**src/rtl/mem_port_arbiter.sv**
```systemverilog
// Arbitrates one single-ported, variable-latency memory between a CPU fetch port and data port.
// Data requests win ties, except when fetch has already waited through MAX_D_RUN data grants.
module mem_port_arbiter #(
    parameter int unsigned ADDR_W    = 32,
    parameter int unsigned DATA_W    = 32,
    parameter int unsigned MAX_D_RUN = 4,
    parameter int unsigned TIMEOUT   = 255
) (
    input  logic              clk,
    input  logic              reset,
    input  logic              if_req,
    input  logic [ADDR_W-1:0] if_addr,
    output logic [DATA_W-1:0] if_rdata,
    output logic              if_ack,
    input  logic              d_req,
    input  logic              d_we,
    input  logic [ADDR_W-1:0] d_addr,
    input  logic [DATA_W-1:0] d_wdata,
    output logic [DATA_W-1:0] d_rdata,
    output logic              d_ack,
    output logic              mem_cs,
    output logic              mem_we,
    output logic [ADDR_W-1:0] mem_addr,
    output logic [DATA_W-1:0] mem_wdata,
    input  logic [DATA_W-1:0] mem_rdata,
    input  logic              mem_ack,
    output logic              busy,
    output logic              timeout_err
);

    localparam int unsigned RUN_W = $clog2(MAX_D_RUN + 1);
    localparam int unsigned TMR_W = 8;
    localparam logic [RUN_W-1:0] RUN_MAX  = RUN_W'(MAX_D_RUN);
    localparam logic [TMR_W-1:0] TMR_LAST = TMR_W'(TIMEOUT - 1);

    typedef enum logic [1:0] {
        IDLE = 2'd0,
        BUSY = 2'd1,
        RESP = 2'd2
    } state_t;

    state_t           state;
    logic             owner_d;
    logic [RUN_W-1:0] d_run;
    logic [TMR_W-1:0] timer;
    logic             grant_d_c;

    // Data wins unless fetch is also waiting and the data run limit is reached.
    assign grant_d_c = d_req && !(if_req && (d_run == RUN_MAX));

    always_ff @(posedge clk or negedge reset) begin
        if (!reset) begin
            state       <= IDLE;
            owner_d     <= 1'b0;
            d_run       <= '0;
            timer       <= '0;
            if_rdata    <= '0;
            if_ack      <= 1'b0;
            d_rdata     <= '0;
            d_ack       <= 1'b0;
            mem_cs      <= 1'b0;
            mem_we      <= 1'b0;
            mem_addr    <= '0;
            mem_wdata   <= '0;
            busy        <= 1'b0;
            timeout_err <= 1'b0;
        end else begin
            case (state)
                IDLE: begin
                    if (if_req || d_req) begin
                        state   <= BUSY;
                        owner_d <= grant_d_c;
                        mem_cs  <= 1'b1;
                        busy    <= 1'b1;
                        timer   <= '0;
                        if (grant_d_c) begin
                            mem_addr  <= d_addr;
                            mem_wdata <= d_wdata;
                            mem_we    <= d_we;
                            if (if_req && (d_run != RUN_MAX)) begin
                                d_run <= d_run + 1'b1;
                            end else if (!if_req) begin
                                d_run <= '0;
                            end
                        end else begin
                            mem_addr  <= if_addr;
                            mem_wdata <= '0;
                            mem_we    <= 1'b0;
                            d_run     <= '0;
                        end
                    end
                end

                BUSY: begin
                    timer <= timer + 1'b1;
                    // A completing memory beats a simultaneous timeout.
                    if (mem_ack) begin
                        state  <= RESP;
                        mem_cs <= 1'b0;
                        mem_we <= 1'b0;
                        if (owner_d) begin
                            d_rdata <= mem_rdata;
                            d_ack   <= 1'b1;
                        end else begin
                            if_rdata <= mem_rdata;
                            if_ack   <= 1'b1;
                        end
                    end else if (timer == TMR_LAST) begin
                        state       <= RESP;
                        mem_cs      <= 1'b0;
                        mem_we      <= 1'b0;
                        timeout_err <= 1'b1;
                        if (owner_d) begin
                            d_rdata <= '0;
                            d_ack   <= 1'b1;
                        end else begin
                            if_rdata <= '0;
                            if_ack   <= 1'b1;
                        end
                    end
                end

                RESP: begin
                    state  <= IDLE;
                    if_ack <= 1'b0;
                    d_ack  <= 1'b0;
                    busy   <= 1'b0;
                end

                default: begin
                    state <= IDLE;
                end
            endcase
        end
    end

endmodule

```
**config.mk**
```make
export PLATFORM = sky130hd
export DESIGN_NAME = mem_port_arbiter
export DESIGN_NICKNAME = d
export VERILOG_FILES = /design/src/rtl/mem_port_arbiter.sv
export SDC_FILE = /design/constraint.sdc
export NUM_CORES = 1
export LEC_CHECK = 0
export CAP_MARGIN = 10
export CORE_AREA = 2 2 117 119
export CTS_CLUSTER_DIAMETER = 60
export CTS_CLUSTER_SIZE = 10
export DETAILED_ROUTE_END_ITERATION = 8
export DIE_AREA = 0 0 119 121
export HOLD_SLACK_MARGIN = 0.15
export PLACE_DENSITY = 0.94
export SETUP_SLACK_MARGIN = 0.3
export SYNTH_ARGS = -nofsm -noshare
export SYNTH_HDL_FRONTEND = slang
export SYNTH_SLANG_ARGS = --single-unit
```
**constraint.sdc**
```tcl
create_clock -name clk -period 3.2 [get_ports clk]
set_input_delay 0.32 -clock clk [delete_from_list [all_inputs] [get_ports clk]]
set_output_delay 0.32 -clock clk [all_outputs]
set_load 0.1 [all_outputs]
```
==> flow_summary.ini <==
[grt]
antenna_found_initial = 0
grt_pass1_vias = 5235
grt_pass1_wl_mm = 27.0
grt_max_degree = 102
grt-ovfl-total = 0
grt_usage_pct = 24.1

[place]
gp_congestion = 0.816
dp_hpwl_mm = 12.5
portBuffers = 267
dp.cells = 884

[timing]
tightestPinTransition_ns = 1.04
clock_skew_ns = 0.0113
fin_crit_sh_pct = 71.8
hold_ws_ns = 0.464
finalSetupViolCount = 0
timing.final.max_slew_violations = 0
finalSetupTns_ns = 0
hold_violations = 0
rsz0062_at_grt = no
max-slew-margin-rel_pct = 30.8
max_freq_ghz = 0.435
min_period_ns = 2.30

[finish]
final_core_util_pct = 71.3
nets = 870
drive_above_1_share_pct = 6.75
n_antenna_cell = 0
fillCellCount = 814
instances_no_fill = 917
areaGrowthSynthToFinish_pct = 59.8

[hold_path]
hold_path.class = input pin to asynchronous set/reset pin

[drt]
drc_errors = 0
routed_via_density = 5.42
drtAntennaViolNets = 0
first_pass_iters = 5
num_vias = 4970
wl_per_cell_um = 18.8
drt-total-wl_mm = 17.3
drt_first_iter_violations = 417

[clock_tree]
cts_tree = built
htreeDepth = 4
cts_root_buf = clkbuf_16
post_cts_buffers = 0
ctsHoldBuffers = 1
cts.sink_count = 148
clockBufferDepth = 2
ctsResizeCount = 0
path_clk_slew_ns = 0.06
cts_buffers = 17
insertion_delay_ns = 0.41

[floorplanning]
die_w_um = 119
die_area_um2 = 14400
start_util_pct = 44.6
core_um2 = 13100
die_h_um = 121
core.rowCount = 42
io_pins = 268

[synth]
ys_warn_count = 0
synth_edf_count = 0
syn_nets = 606
synth_top_area_share_pct = 63.5
ys_seq_area_share_pct = 63.5
yosysUniqueCellTypes = 36
synth.area.top_cells = dfrtp_1 63%, a22o_1 14%, mux2i_1 5.5%
syn_area_per_cell_um2 = 12.5
synth_area_um2 = 5840
netlist.top_cell.by_area = dfrtp_1
ys_ff_latch = 148
synthTopCellsByCount = 148 x dfrtp_1, 96 x a22o_1, 46 x nand2_1
async_reset_ff_share_pct = 100
synth_most_common_cell = dfrtp_1
synth_cells = 465
ys.flop_type = dfrtp_1

[critical_path]
crit_slowest_cell = clkdlybuf4s50_1
r2r_cells = 7
path_cells = clkdlybuf4s50_1
critPathCaptureType = output pin
crit_cells = 1
crit_type = register to output pin
required_ns = 2.88
worst-path-buf-inv = 1
cpLargestDelayFamily = buffers and inverters
arrival_ns = 1.98
max_stage_delay_ns = 1.18
worstPathMaxFanout = 3
crit_path_start_kind = register

[status]
status = finished clean

[run]
cap_viol_max_count = 0
-- area by class of cell --
| class | count | area (µm²) | area share, % |
|---|---|---|---|
| multi-input cells | 277 | 1990 | 21.4 |
| repair buffers | 277 | 2780 | 29.8 |
| inverters | 8 | 30.0 | 0.322 |
| flip-flops and latches | 148 | 3700 | 39.7 |
| clock buffers | 19 | 443 | 4.75 |
| clock inverters | 12 | 156 | 1.68 |
| well taps | 176 | 220 | 2.36 |
-- cells by family after synthesis --
| family | synth area share, % |
|---|---|
| AO/OA/AOI/OAI | 20.1 |
| XOR/XNOR | 0.600 |
| adder cells (fa/ha/maj) | 1.50 |
| buffers and inverters | 2.81 |
| flip-flops | 63.5 |
| multiplexers | 5.49 |
| AND/OR/NAND/NOR | 6.05 |
-- flip-flops by register name, summed over array words and instances (netlist names) --
register,cells
d_rdata,32
if_rdata,32
mem_addr,32
mem_wdata,32
timer,8
d_run,3
state,2
busy,1
d_ack,1
if_ack,1
mem_cs,1
mem_we,1
owner_d,1
timeout_err,1
-- layout by cell type (no fill, tap or decap), types with 3 or more instances in the layout --
| cell | synthesis | final |
|---|---|---|
| clkdlybuf4s50_1 | 0 | 264 |
| dfrtp_1 | 148 | 148 |
| a22o_1 | 96 | 96 |
| nand2_1 | 46 | 45 |
| o21ai_0 | 44 | 43 |
| mux2i_1 | 32 | 32 |
| clkbuf_16 | 0 | 17 |
| nor2_1 | 11 | 10 |
| inv_1 | 8 | 8 |
| buf_4 | 2 | 8 |
| ha_1 | 7 | 7 |
| clkinv_4 | 0 | 4 |
| nand3_1 | 3 | 3 |
| nand4_1 | 3 | 3 |
| xnor2_1 | 3 | 3 |
| a21oi_1 | 3 | 3 |
| a21o_1 | 3 | 3 |
| nand2b_1 | 3 | 3 |
| bufinv_16 | 0 | 3 |
| clkinv_2 | 0 | 3 |
-- layer usage --
layer  part of all wire (%)  GRT usage [%]
met1                     39           28.2
met2                     52           41.3
met3                    7.9           7.94
met4                    1.8           9.30
met5                      0              0
-- metrics by stage --
step,cell area (µm²),setup slack (ns)
global placement,8700,0.975
global route,9320,0.865
detailed placement,8700,0.794
CTS,9310,0.884
floorplan,5840,1.42
finish,9320,0.904
-- path summary, 6_finish.rpt --
kind / startpoint / end / slack, ns
worst max-delay path: d_ack / d_ack / 0.90
worst min-delay path: reset / d_rdata[21] / 0.46
worst max register to register: d_run[0] / mem_addr[11] / 1.16
worst min register to register: timeout_err / timeout_err / 0.47
max in group asynchronous: reset / mem_wdata[31] / 1.89
min in group clk: timeout_err / timeout_err / 0.47
Power is not shown: default switching activity piles up to over one toggle a cycle in this logic, so the estimate is an artifact.
